### src/rtl/piso_reader_if.sv
// Load and serial handshake bundle for piso_reader.
// The master modport is the block side; slave is the storage/consumer side.
interface piso_reader_if #(
  parameter int unsigned WIDTH = 8
);
  logic [WIDTH-1:0] data_in;
  logic             load_valid;
  logic             load_ready;
  logic             sout;
  logic             sout_n;
  logic             sout_valid;
  logic             sout_last;
  logic             sout_ready;

  modport master (
    input  data_in,
    input  load_valid,
    output load_ready,
    output sout,
    output sout_n,
    output sout_valid,
    output sout_last,
    input  sout_ready
  );

  modport slave (
    output data_in,
    output load_valid,
    input  load_ready,
    input  sout,
    input  sout_n,
    input  sout_valid,
    input  sout_last,
    output sout_ready
  );
endinterface

### src/rtl/piso_reader.sv
// Parallel-in serial-out reader: loads one word on a valid/ready handshake and
// shifts it out MSB first with dual-rail registered serial outputs.
module piso_reader #(
  parameter int unsigned WIDTH = 8,
  localparam int unsigned CW = (WIDTH > 1) ? $clog2(WIDTH) : 1
) (
  input logic          clk,
  input logic          reset,
  piso_reader_if.master bus_io
);

  typedef enum logic [0:0] {StIdle, StShift} state_e;

  state_e           state_q, state_d;
  logic [WIDTH-1:0] shreg_q, shreg_d;
  logic [CW-1:0]    cnt_q, cnt_d;
  logic             load_ready_q, sout_q, sout_n_q, sout_valid_q, sout_last_q;
  logic             shift_d;

  always_comb begin
    state_d = state_q;
    shreg_d = shreg_q;
    cnt_d   = cnt_q;
    unique case (state_q)
      StIdle: begin
        if (bus_io.load_valid) begin
          shreg_d = bus_io.data_in;
          cnt_d   = CW'(WIDTH - 1);
          state_d = StShift;
        end
      end
      StShift: begin
        if (bus_io.sout_ready) begin
          if (cnt_q == '0) begin
            shreg_d = '0;
            state_d = StIdle;
          end else begin
            shreg_d = shreg_q << 1;
            cnt_d   = cnt_q - CW'(1);
          end
        end
      end
      default: state_d = StIdle;
    endcase
  end

  // Outputs are registered from next-state so they never see input glitches.
  assign shift_d = (state_d == StShift);

  always_ff @(posedge clk or negedge reset) begin
    if (!reset) begin
      state_q      <= StIdle;
      shreg_q      <= '0;
      cnt_q        <= '0;
      load_ready_q <= 1'b1;
      sout_q       <= 1'b0;
      sout_n_q     <= 1'b1;
      sout_valid_q <= 1'b0;
      sout_last_q  <= 1'b0;
    end else begin
      state_q      <= state_d;
      shreg_q      <= shreg_d;
      cnt_q        <= cnt_d;
      load_ready_q <= !shift_d;
      sout_q       <= shift_d & shreg_d[WIDTH-1];
      sout_n_q     <= !(shift_d & shreg_d[WIDTH-1]);
      sout_valid_q <= shift_d;
      sout_last_q  <= shift_d && (cnt_d == '0);
    end
  end

  assign bus_io.load_ready = load_ready_q;
  assign bus_io.sout       = sout_q;
  assign bus_io.sout_n     = sout_n_q;
  assign bus_io.sout_valid = sout_valid_q;
  assign bus_io.sout_last  = sout_last_q;

endmodule

### src/flat_wrapper.sv
// flat-port wrapper written by rule: the top's interface ports become plain ports
module piso_reader_flat 
#(
  parameter int unsigned WIDTH = 8,
  localparam int unsigned CW = (WIDTH > 1) ? $clog2(WIDTH) : 1
)
  (clk, reset, bus_io_data_in, bus_io_load_valid, bus_io_load_ready, bus_io_sout, bus_io_sout_n, bus_io_sout_valid, bus_io_sout_last, bus_io_sout_ready);
  piso_reader_if #(.WIDTH(WIDTH)) bus_io_i ();
  input logic clk;
  input logic reset;
  input wire logic [$bits(bus_io_i.data_in)-1:0] bus_io_data_in;
  input wire logic [$bits(bus_io_i.load_valid)-1:0] bus_io_load_valid;
  output wire logic [$bits(bus_io_i.load_ready)-1:0] bus_io_load_ready;
  output wire logic [$bits(bus_io_i.sout)-1:0] bus_io_sout;
  output wire logic [$bits(bus_io_i.sout_n)-1:0] bus_io_sout_n;
  output wire logic [$bits(bus_io_i.sout_valid)-1:0] bus_io_sout_valid;
  output wire logic [$bits(bus_io_i.sout_last)-1:0] bus_io_sout_last;
  input wire logic [$bits(bus_io_i.sout_ready)-1:0] bus_io_sout_ready;
  assign bus_io_i.data_in = bus_io_data_in;
  assign bus_io_i.load_valid = bus_io_load_valid;
  assign bus_io_load_ready = bus_io_i.load_ready;
  assign bus_io_sout = bus_io_i.sout;
  assign bus_io_sout_n = bus_io_i.sout_n;
  assign bus_io_sout_valid = bus_io_i.sout_valid;
  assign bus_io_sout_last = bus_io_i.sout_last;
  assign bus_io_i.sout_ready = bus_io_sout_ready;
  piso_reader #(.WIDTH(WIDTH)) u_core (.clk(clk), .reset(reset), .bus_io(bus_io_i));
endmodule
### config.mk
export PLATFORM = sky130hd
export DESIGN_NAME = piso_reader_flat
export DESIGN_NICKNAME = d
export VERILOG_FILES = /design/src/rtl/piso_reader_if.sv /design/src/rtl/piso_reader.sv /design/src/flat_wrapper.sv
export SDC_FILE = /design/constraint.sdc
export NUM_CORES = 1
export LEC_CHECK = 0
export CAP_MARGIN = 5
export CORE_MARGIN = 1.5
export CORE_UTILIZATION = 47
export DETAILED_ROUTE_END_ITERATION = 10
export PLACE_DENSITY_LB_ADDON = 0.2
export SYNTH_ARGS = -nofsm -noshare
export SYNTH_HDL_FRONTEND = slang
export SYNTH_SLANG_ARGS = --single-unit
### constraint.sdc
create_clock -name clk -period 3.6 [get_ports clk]
set_input_delay 0.9 -clock clk [delete_from_list [all_inputs] [get_ports clk]]
set_output_delay 0.9 -clock clk [all_outputs]
set_load 0.01 [all_outputs]
* Word level (Yosys, flattened, before mapping)
Index checks and enable logic that the tools add are counted.
** Word-level totals
- Register bits after elaboration :: 16
- Logic and storage cells :: 31
** Operators by class
- Bitwise operators :: 2
- Multiplexer cells :: 12
- Reduce and logical (&&, ||, !) cells :: 6
- Equal/unequal tests :: 2
- Add/subtract/negate cells :: 1
** Operator list (count)
- 8-bit 2-to-1 mux :: 3
- 8-bit one-hot mux with 2 select lines :: 1
- 3-bit 2-to-1 mux :: 3
- 3-bit logical NOT :: 2
- 3-bit one-hot mux with 2 select lines :: 1
- 2-bit inequality test (second input constant) :: 2
- 1-bit 2-to-1 mux :: 3
- 3-bit by 1-bit subtractor with 3-bit output (second input constant) :: 1
- 1-bit logical NOT :: 2
- 1-bit one-hot mux with 2 select lines :: 1
- 2-bit AND reduction :: 1
- 1-bit bitwise AND :: 1
- 1-bit logical AND :: 1
- 1-bit inverter :: 1

* Depth between registers and ports, before layout
Gate-level depths: netlist (run 1).
- Depth in word-level cells :: 6
- Gate-level depth with buffers :: 6
- Gate-level depth less buffers :: 5

* Least setup slack after synthesis (run 1)
Ideal clock, no wire load.
- Path type :: input -> register
- Start point :: input bus_io_sout_ready
- End point :: register u_core.sout_last_q (netlist: u_core.bus_io.sout_last)
- Buffers on the path :: 1
- Data arrival time :: 1.590 ns
- Cell stages on the path :: 3
- Slack :: 1.924 ns
- Cell sequence :: clkbuf_1 > or3_1 > a32oi_1
** On the way
- Longest elaborated chain between the ends :: 4
- Elaborated cells between the ends (all ways) :: 6
- Those cells by class :: mux: 4; reduce/logical: 2
** RTL lines
- start: declaration :: RTL line flat_wrapper.sv:18 : input wire logic [$bits(bus_io_i.sout_ready)-1:0] bus_io_sout_ready;
- 3-bit 2-to-1 mux :: RTL line piso_reader.sv:33 : if (bus_io.sout_ready) begin
- 3-bit one-hot mux with 2 select lines :: RTL line piso_reader.sv:24 : unique case (state_q)
- 3-bit logical NOT :: RTL line piso_reader.sv:68 : sout_last_q <= shift_d && (cnt_d == '0);
- 1-bit logical AND * :: RTL line piso_reader.sv:68
- end signal: assignment :: RTL line piso_reader.sv:68
- end: declaration :: RTL line piso_reader.sv:17 : logic load_ready_q, sout_q, sout_n_q, sout_valid_q, sout_last_q;
Mark *: on every way between the ends. The rest lies on a longest branch, timed or not.
A chain may end at the register's enable or synchronous reset.

==> results of run 1 <==
[synth_stat cells]
cell type | count | area share
sky130_fd_sc_hd__buf_4 | 1 | 0.0095
sky130_fd_sc_hd__nor2_1 | 1 | 0.0047
sky130_fd_sc_hd__o311a_1 | 1 | 0.013
sky130_fd_sc_hd__ha_1 | 2 | 0.032
sky130_fd_sc_hd__inv_1 | 4 | 0.019
sky130_fd_sc_hd__a21o_1 | 1 | 0.0095
sky130_fd_sc_hd__a211o_1 | 1 | 0.011
sky130_fd_sc_hd__nand2b_1 | 2 | 0.016
sky130_fd_sc_hd__and2_4 | 1 | 0.011
sky130_fd_sc_hd__a21oi_1 | 3 | 0.019
sky130_fd_sc_hd__a221o_1 | 6 | 0.076
sky130_fd_sc_hd__nor4b_1 | 1 | 0.011
sky130_fd_sc_hd__a31oi_1 | 1 | 0.0079
sky130_fd_sc_hd__a22o_1 | 1 | 0.011
sky130_fd_sc_hd__mux2i_1 | 1 | 0.013
sky130_fd_sc_hd__dfstp_2 | 2 | 0.067
sky130_fd_sc_hd__o31ai_1 | 2 | 0.019
sky130_fd_sc_hd__nor2_4 | 1 | 0.014
sky130_fd_sc_hd__o22ai_1 | 1 | 0.0079
sky130_fd_sc_hd__or3_1 | 1 | 0.0079
sky130_fd_sc_hd__nand4_1 | 2 | 0.016
sky130_fd_sc_hd__dfrtp_1 | 14 | 0.44
sky130_fd_sc_hd__nand3_1 | 1 | 0.0063
sky130_fd_sc_hd__a32oi_1 | 1 | 0.011
sky130_fd_sc_hd__buf_6 | 2 | 0.029
sky130_fd_sc_hd__and3_1 | 7 | 0.055
sky130_fd_sc_hd__nand2_1 | 4 | 0.019
sky130_fd_sc_hd__mux2_2 | 1 | 0.014
sky130_fd_sc_hd__buf_2 | 1 | 0.0063
sky130_fd_sc_hd__clkbuf_1 | 1 | 0.0047
sky130_fd_sc_hd__nor2b_1 | 2 | 0.016
[report_power, final]
group           total, W  internal, W  switching (W)  leakage [nW]
combinational   0.000263     0.000142       0.000121         0.227
clock          0.0000992    0.0000430      0.0000562        0.0150
sequential      0.000305     0.000253      0.0000520         0.199
[placed cells by master (no fill, tap or decap), types with 3 or more instances in the layout]
cell | synthesis | final
sky130_fd_sc_hd__a21oi_1 | 3 | 3
sky130_fd_sc_hd__a221o_1 | 6 | 6
sky130_fd_sc_hd__and3_1 | 7 | 7
sky130_fd_sc_hd__clkbuf_4 | 0 | 3
sky130_fd_sc_hd__clkdlybuf4s50_1 | 0 | 16
sky130_fd_sc_hd__dfrtp_1 | 14 | 14
sky130_fd_sc_hd__inv_1 | 4 | 4
sky130_fd_sc_hd__nand2_1 | 4 | 4
[registers in the layout, indices dropped and copies added, names as in the netlist]
| register | flops |
|---|---|
| u_core.shreg_q | 8 |
| u_core.cnt_q | 3 |
| u_core.bus_io.load_ready | 1 |
| u_core.bus_io.sout | 1 |
| u_core.bus_io.sout_last | 1 |
| u_core.bus_io.sout_n | 1 |
| u_core.state_q | 1 |
[kinds of logic after synthesis]
logic type,count (synthesis)
compound gates,18
fa+ha+maj,2
simple gates,23
mux,2
flops,16
buf+inv,9
[final timing paths]
path                              startpoint           endpoint  cells after the start
max                           u_core.state_q  bus_io_sout_valid                      1
min                        u_core.shreg_q[0]  u_core.shreg_q[0]                      1
min reg2reg                u_core.shreg_q[0]  u_core.shreg_q[0]                      1
min in group asynchronous              reset  u_core.shreg_q[1]                      1
max reg2reg                   u_core.state_q  u_core.shreg_q[5]                      3
max in group asynchronous              reset     u_core.state_q                      1
[through the flow]
| stage | setup slack (ps) | area [µm²] |
|---|---|---|
| after global routing | 1150 | 957 |
| after detailed placement | 993 | 931 |
| final | 1250 | 957 |
| after floorplan | 1920 | 790 |
| after CTS | 1240 | 957 |
| after global placement | 1070 | 931 |
[area by class of cell]
type	instances	area (µm²)
Tap cell	16	20.0
Inverter	4	15.0
Clock buffer	4	26.3
Timing Repair Buffer	16	160
Sequential cell	16	403
Multi-Input combinational cell	45	333
Fill cell	139	584
[metal layers]
metal  share of wire  GRT usage
met1            0.49      0.263
met2            0.42      0.274
met3           0.044     0.0375
met4           0.038      0.133
met5               0          0
==> impl_results.html, run 1 <==
<table>
<tr><th>Metric</th><th>Value</th></tr>
<tr><th colspan="2">Synth</th></tr>
<tr><td>Synthesized-area fraction occupied by ao, oa, aoi and oai cells</td><td>0.185</td></tr>
<tr><td>Share of synthesized area spent on multiplexers</td><td>0.0269</td></tr>
<tr><td>Seq/Total Area, Yosys</td><td>0.510</td></tr>
<tr><td>Netlist area before placement</td><td>790 µm²</td></tr>
<tr><td>Synthesized netlist cell count</td><td>70</td></tr>
<tr><td>Avg Cell Area, Syn</td><td>11.3 µm²</td></tr>
<tr><td>Number of distinct standard cells referenced by the synthesized netlist</td><td>31</td></tr>
<tr><td>Synthesized-area fraction occupied by xor and xnor cells</td><td>0</td></tr>
<tr><td>Largest family of logic cells by synthesized area</td><td>compound AO/OA/AOI/OAI gates</td></tr>
<tr><td>Area share of and/or/nand/nor cells after synthesis</td><td>0.177</td></tr>
<tr><td>YS warnings</td><td>0</td></tr>
<tr><td>Arithmetic-cell share of the synthesized area counting full adders, half adders and majority gates</td><td>0.0317</td></tr>
<tr><td>Post-Syn Nets</td><td>84</td></tr>
<tr><td>Number of synthesized register bits</td><td>16</td></tr>
<tr><th colspan="2">Floorplanning</th></tr>
<tr><td>Core Rows</td><td>14</td></tr>
<tr><td>Num ports</td><td>17</td></tr>
<tr><td>Total core area</td><td>0.00154 mm²</td></tr>
<tr><td>Vertical extent of the die</td><td>44.0 µm</td></tr>
<tr><td>Die width</td><td>44.0 µm</td></tr>
<tr><td>Area of the die</td><td>0.00193 mm²</td></tr>
<tr><td>Initial standard-cell utilization of the core</td><td>0.512</td></tr>
<tr><th colspan="2">Clock tree</th></tr>
<tr><td>Clock insertion delay at the later pin of the skew report</td><td>290 ps</td></tr>
<tr><td>Setup Buffers After CTS</td><td>0</td></tr>
<tr><td>Longest Clk Path Bufs</td><td>2</td></tr>
<tr><td>CTS H-tree depth</td><td>1</td></tr>
<tr><td>Number of buffers created by CTS</td><td>3</td></tr>
<tr><td>Cell chosen for the clock root</td><td>sky130_fd_sc_hd__clkbuf_4</td></tr>
<tr><td>Number of instances resized during post-cts repair</td><td>0</td></tr>
<tr><td>Total number of clock tree sinks</td><td>16</td></tr>
<tr><td>Clock tree from TritonCTS</td><td>built</td></tr>
<tr><td>Number of buffers added to fix hold violations after cts</td><td>0</td></tr>
<tr><td>Clock edge transition at the registers on the reported setup and hold paths</td><td>90 ps</td></tr>
<tr><th colspan="2">Timing</th></tr>
<tr><td>Tightest Pin Transition</td><td>700 ps</td></tr>
<tr><td>Crit share post-route</td><td>0.652</td></tr>
<tr><td>Number of hold-slack violations in the final timing report</td><td>0</td></tr>
<tr><td>Post-layout minimum cycle time</td><td>2350 ps</td></tr>
<tr><td>Worst relative slew slack</td><td>0.532</td></tr>
<tr><td>Hold Worst Slack</td><td>501 ps</td></tr>
<tr><td>Unrepaired setup endpoints after global routing</td><td>false</td></tr>
<tr><td>Slew Limit Fails</td><td>0</td></tr>
<tr><td>Setup TNS</td><td>0 ps</td></tr>
<tr><td>Setup Skew</td><td>4.05 ps</td></tr>
<tr><td>Final setup violation count</td><td>0</td></tr>
<tr><td>Max Clock Freq</td><td>0.426 GHz</td></tr>
<tr><th colspan="2">Routing</th></tr>
<tr><td>Wirelength per Cell</td><td>15.6 µm</td></tr>
<tr><td>Initial DRC Count</td><td>19</td></tr>
<tr><td>WL final</td><td>1570 µm</td></tr>
<tr><td>Count of nets left with antenna violations after detail routing</td><td>0</td></tr>
<tr><td>Via/cell ratio</td><td>5.91</td></tr>
<tr><td>Pre-Repair DR Iteration Count</td><td>4</td></tr>
<tr><td>Via count</td><td>597</td></tr>
<tr><td># DRC</td><td>0</td></tr>
<tr><th colspan="2">Placed design</th></tr>
<tr><td>Placed cells</td><td>97</td></tr>
<tr><td>Global placer's final weighted congestion</td><td>0.772</td></tr>
<tr><td>Detailed placement HPWL</td><td>1140 µm</td></tr>
<tr><td>IO Port Bufs</td><td>16</td></tr>
<tr><th colspan="2">Worst setup path</th></tr>
<tr><td>R2R Setup Slk</td><td>1960 ps</td></tr>
<tr><td>Sort of element at the start of the critical path</td><td>flip-flop</td></tr>
<tr><td>Cell class contributing the biggest share of worst-path delay</td><td>buffers and inverters</td></tr>
<tr><td>Worst-path cell with the longest stage delay</td><td>sky130_fd_sc_hd__clkdlybuf4s50_1</td></tr>
<tr><td>Critical path class</td><td>flip-flop to output pin</td></tr>
<tr><td>Number of buffer and inverter stages on the critical path</td><td>1</td></tr>
<tr><td>Critical Path, Cell by Cell</td><td>clkdlybuf4s50_1</td></tr>
<tr><td>Data required time at the worst endpoint</td><td>2700 ps</td></tr>
<tr><td>CP max stage delay</td><td>610 ps</td></tr>
<tr><td>Kind of capture point of the worst setup path</td><td>output pin</td></tr>
<tr><td>Maximum fanout along the worst path</td><td>11</td></tr>
<tr><td>Critical path arrival</td><td>1450 ps</td></tr>
<tr><th colspan="2">Job</th></tr>
<tr><td>Max Cap Violations</td><td>0</td></tr>
<tr><th colspan="2">Power</th></tr>
<tr><td>Sum of internal, switching and leakage power</td><td>0.000668 W</td></tr>
<tr><td>Static power due to leakage</td><td>0.441 nW</td></tr>
<tr><td>Total power divided by cell area</td><td>697 mW/mm²</td></tr>
<tr><td>Peak supply drop</td><td>0.367 mV</td></tr>
<tr><th colspan="2">Cells and area</th></tr>
<tr><td>Final cell utilization of the core</td><td>0.621</td></tr>
<tr><td>Nets</td><td>100</td></tr>
<tr><td>Post-route insts no fill</td><td>101</td></tr>
<tr><td>Layout-stage area growth over the synthesis result</td><td>21.2%</td></tr>
<tr><td>Antenna diode count</td><td>0</td></tr>
<tr><td>Share of final-layout standard cells stronger than drive strength 1</td><td>0.0941</td></tr>
<tr><th colspan="2">GRT</th></tr>
<tr><td>Maximum number of pins on one net before global-route repair</td><td>17</td></tr>
<tr><td>Total routing usage reported by global routing</td><td>0.193</td></tr>
<tr><td>Vias in the first global route</td><td>548</td></tr>
<tr><td>Wire length of the first global-routing pass</td><td>2570 µm</td></tr>
<tr><td>Total grt overflow</td><td>0</td></tr>
<tr><td>Initial antenna violation count</td><td>0</td></tr>
<tr><th colspan="2">Worst hold path</th></tr>
<tr><td>Worst min-delay path class</td><td>flip-flop to flip-flop</td></tr>
<tr><th colspan="2">Outcome</th></tr>
<tr><td>Result of the run</td><td>finished, final reports clean</td></tr>
</table>
Note: power is estimated with default switching activity, not from simulation.
==> run 2, diff against run 1 <==
--- a/config.mk
+++ b/config.mk
@@ -7,7 +7,7 @@
 export LEC_CHECK = 0
 export CAP_MARGIN = 5
 export CORE_MARGIN = 1.5
-export CORE_UTILIZATION = 47
+export CORE_UTILIZATION = 43
 export DETAILED_ROUTE_END_ITERATION = 10
 export PLACE_DENSITY_LB_ADDON = 0.2
 export SYNTH_ARGS = -nofsm -noshare
==> constraint.sdc (replaced) <==
create_clock -name clk -period 1.95 [get_ports clk]
set_input_delay 0.4875 -clock clk [delete_from_list [all_inputs] [get_ports clk]]
set_output_delay 0.4875 -clock clk [all_outputs]
set_load 0.01 [all_outputs]
==> run 2 against run 1 <==
Highest routed layer unchanged. Wire length rose by 0.32%. Critical endpoint is now bus_io_load_ready. Worst setup slack got worse by 1100 ps. Register-to-register slack worse by 1600 ps. Sequential share of layout area down 2.0 points. Power up 88%. Flip-flop and latch count unchanged. Cell area up 5.1%.
==> impl_results.html, run 2 (synthesis results as in run 1) <==
<table>
<tr><th>Metric</th><th>Value</th></tr>
<tr><th colspan="2">Outcome</th></tr>
<tr><td>Result of the run</td><td>finished, final reports clean</td></tr>
<tr><th colspan="2">Worst hold path</th></tr>
<tr><td>Worst min-delay path class</td><td>input pin to async pin</td></tr>
<tr><th colspan="2">Floorplanning</th></tr>
<tr><td>Die width</td><td>45.9 µm</td></tr>
<tr><td>Vertical extent of the die</td><td>45.9 µm</td></tr>
<tr><td>Num ports</td><td>17</td></tr>
<tr><td>Core Rows</td><td>15</td></tr>
<tr><td>Total core area</td><td>0.00173 mm²</td></tr>
<tr><td>Area of the die</td><td>0.00210 mm²</td></tr>
<tr><td>Initial standard-cell utilization of the core</td><td>0.457</td></tr>
<tr><th colspan="2">Cells and area</th></tr>
<tr><td>Antenna diode count</td><td>0</td></tr>
<tr><td>Layout-stage area growth over the synthesis result</td><td>27.4%</td></tr>
<tr><td>Nets</td><td>105</td></tr>
<tr><td>Commonest non-fill, non-tap cell in the layout</td><td>sky130_fd_sc_hd__clkdlybuf4s50_1</td></tr>
<tr><td>Largest register by flop count</td><td>u_core.shreg_q</td></tr>
<tr><td>Max reg flops</td><td>8</td></tr>
<tr><td>Final cell utilization of the core</td><td>0.583</td></tr>
<tr><td>Most used cells in the layout excluding fill and tap cells</td><td>sky130_fd_sc_hd__clkdlybuf4s50_1 (16), sky130_fd_sc_hd__dfrtp_1 (14), sky130_fd_sc_hd__and3_1 (7)</td></tr>
<tr><td>Share of final-layout standard cells stronger than drive strength 1</td><td>0.144</td></tr>
<tr><td>Largest registers</td><td>u_core.shreg_q (8), u_core.cnt_q (3)</td></tr>
<tr><th colspan="2">Worst setup path</th></tr>
<tr><td>Cell class contributing the biggest share of worst-path delay</td><td>flip-flops</td></tr>
<tr><td>Number of buffer and inverter stages on the critical path</td><td>1</td></tr>
<tr><td>Startpoint of the worst-slack reg-to-reg timing path</td><td>u_core.cnt_q[0]</td></tr>
<tr><td>Kind of capture point of the worst setup path</td><td>output pin</td></tr>
<tr><td>R2R Setup Slk</td><td>330 ps</td></tr>
<tr><td>Worst-case reg-to-reg path depth</td><td>5</td></tr>
<tr><td>Worst setup endpoint</td><td>bus_io_load_ready</td></tr>
<tr><td>Sort of element at the start of the critical path</td><td>flip-flop</td></tr>
<tr><td>CP max stage delay</td><td>520 ps</td></tr>
<tr><td>Worst-path cell with the longest stage delay</td><td>sky130_fd_sc_hd__dfstp_2</td></tr>
<tr><td>Critical Path, Cell by Cell</td><td>clkdlybuf4s50_1</td></tr>
<tr><td>Reg-to-reg endpoint</td><td>u_core.cnt_q[2]</td></tr>
<tr><td>Critical path startpoint</td><td>u_core.bus_io.load_ready</td></tr>
<tr><td>Maximum fanout along the worst path</td><td>1</td></tr>
<tr><td>Critical path arrival</td><td>1330 ps</td></tr>
<tr><td>Data required time at the worst endpoint</td><td>1460 ps</td></tr>
<tr><td>Number of stages on the worst setup path</td><td>1</td></tr>
<tr><td>Critical path class</td><td>flip-flop to output pin</td></tr>
<tr><th colspan="2">Clock tree</th></tr>
<tr><td>Clock edge transition at the registers on the reported setup and hold paths</td><td>100 ps</td></tr>
<tr><td>Cell chosen for the clock root</td><td>sky130_fd_sc_hd__clkbuf_4</td></tr>
<tr><td>CTS H-tree depth</td><td>1</td></tr>
<tr><td>Longest Clk Path Bufs</td><td>2</td></tr>
<tr><td>Number of buffers created by CTS</td><td>3</td></tr>
<tr><td>Total number of clock tree sinks</td><td>16</td></tr>
<tr><td>Number of buffers added to fix hold violations after cts</td><td>0</td></tr>
<tr><td>Clock tree from TritonCTS</td><td>built</td></tr>
<tr><td>Setup Buffers After CTS</td><td>0</td></tr>
<tr><td>Number of instances resized during post-cts repair</td><td>0</td></tr>
<tr><td>Clock insertion delay at the later pin of the skew report</td><td>280 ps</td></tr>
<tr><th colspan="2">Routing</th></tr>
<tr><td>Wirelength per Cell</td><td>13.7 µm</td></tr>
<tr><td>Pre-Repair DR Iteration Count</td><td>4</td></tr>
<tr><td>WL final</td><td>1580 µm</td></tr>
<tr><td>Count of nets left with antenna violations after detail routing</td><td>0</td></tr>
<tr><td>Via count</td><td>636</td></tr>
<tr><td>Via/cell ratio</td><td>5.53</td></tr>
<tr><td># DRC</td><td>0</td></tr>
<tr><td>Initial DRC Count</td><td>13</td></tr>
<tr><th colspan="2">Job</th></tr>
<tr><td>Max Cap Violations</td><td>0</td></tr>
<tr><th colspan="2">Power</th></tr>
<tr><td>Total power divided by cell area</td><td>1240 mW/mm²</td></tr>
<tr><td>Peak supply drop</td><td>0.612 mV</td></tr>
<tr><td>Static power due to leakage</td><td>0.465 nW</td></tr>
<tr><td>Sum of internal, switching and leakage power</td><td>0.00125 W</td></tr>
<tr><th colspan="2">Placed design</th></tr>
<tr><td>Global placer's final weighted congestion</td><td>0.845</td></tr>
<tr><td>Detailed placement HPWL</td><td>1080 µm</td></tr>
<tr><td>Setup WS pre-CTS</td><td>149 ps</td></tr>
<tr><td>IO Port Bufs</td><td>16</td></tr>
<tr><th colspan="2">GRT</th></tr>
<tr><td>Wire length of the first global-routing pass</td><td>2500 µm</td></tr>
<tr><td>Total routing usage reported by global routing</td><td>0.168</td></tr>
<tr><td>Total grt overflow</td><td>0</td></tr>
<tr><td>Maximum number of pins on one net before global-route repair</td><td>17</td></tr>
<tr><td>Vias in the first global route</td><td>558</td></tr>
<tr><td>Initial antenna violation count</td><td>0</td></tr>
<tr><th colspan="2">Timing</th></tr>
<tr><td>Slew Limit Fails</td><td>0</td></tr>
<tr><td>Number of hold-slack violations in the final timing report</td><td>0</td></tr>
<tr><td>Unrepaired setup endpoints after global routing</td><td>false</td></tr>
<tr><td>Final setup violation count</td><td>0</td></tr>
<tr><td>Max Clock Freq</td><td>0.552 GHz</td></tr>
<tr><td>Post-layout minimum cycle time</td><td>1810 ps</td></tr>
<tr><td>Worst-case setup margin in the final layout</td><td>137 ps</td></tr>
<tr><td>Worst relative slew slack</td><td>0.733</td></tr>
<tr><td>Setup TNS</td><td>0 ps</td></tr>
<tr><td>Crit share post-route</td><td>0.930</td></tr>
<tr><td>Tightest Pin Transition</td><td>401 ps</td></tr>
<tr><td>Setup Skew</td><td>4.44 ps</td></tr>
</table>
run 2: report_power, final:
| part | switching (W) | total, W | leakage [nW] | internal (W) |
|---|---|---|---|---|
| clock network | 0.000108 | 0.000187 | 0.0150 | 0.0000794 |
| logic | 0.000246 | 0.000524 | 0.251 | 0.000277 |
| registers | 0.0000734 | 0.000541 | 0.199 | 0.000468 |
run 2: through the flow:
stage / cell area (µm²) / hold WS [ps] / instances
4_1_cts: 1010 / 513 / 115
6_report: 1010 / 513 / 115
3_5_place_dp: 980 / 482 / 111
2_1_floorplan: 790 / 192 / 70
3_3_place_gp: 980 / 479 / 111
5_1_grt: 1010 / 521 / 115
run 2: worst register-to-register path: stages, from the launching register on:
cell	delay (ps)
sky130_fd_sc_hd__dfrtp_1	430
sky130_fd_sc_hd__inv_1	100
sky130_fd_sc_hd__ha_1	220
sky130_fd_sc_hd__nand2b_1	310
sky130_fd_sc_hd__o22ai_1	210
sky130_fd_sc_hd__o31ai_1	270
run 2: routing by layer:
layer | routed length, µm | vias to the layer above | share of wire | global-route usage
met5 | 0 | - | 0 | 0
met4 | 23 | 0 | 0.015 | 0.0857
met3 | 68 | 4 | 0.043 | 0.0357
met2 | 678 | 22 | 0.43 | 0.231
met1 | 807 | 309 | 0.51 | 0.246
li1 | - | 301 | - | -
run 2: cell type report:
| class | instances | area (µm²) |
|---|---|---|
| clock buffers | 4 | 26.3 |
| fillers | 160 | 721 |
| inverters | 4 | 15.0 |
| multi-input cells | 45 | 333 |
| flip-flops and latches | 16 | 403 |
| well taps | 25 | 31.3 |
| repair buffers | 21 | 198 |
run 2: worst min path at each step:
stage | slack [ps] | to | cells past startpoint
final | 510 | u_core.shreg_q[4] | 2
after global routing | 520 | u_core.shreg_q[0] | 1
after CTS | 510 | u_core.shreg_q[4] | 2
after detailed placement | 480 | u_core.shreg_q[0] | 1
after global placement | 480 | u_core.shreg_q[0] | 1
after floorplan | 190 | u_core.bus_io.sout | 0
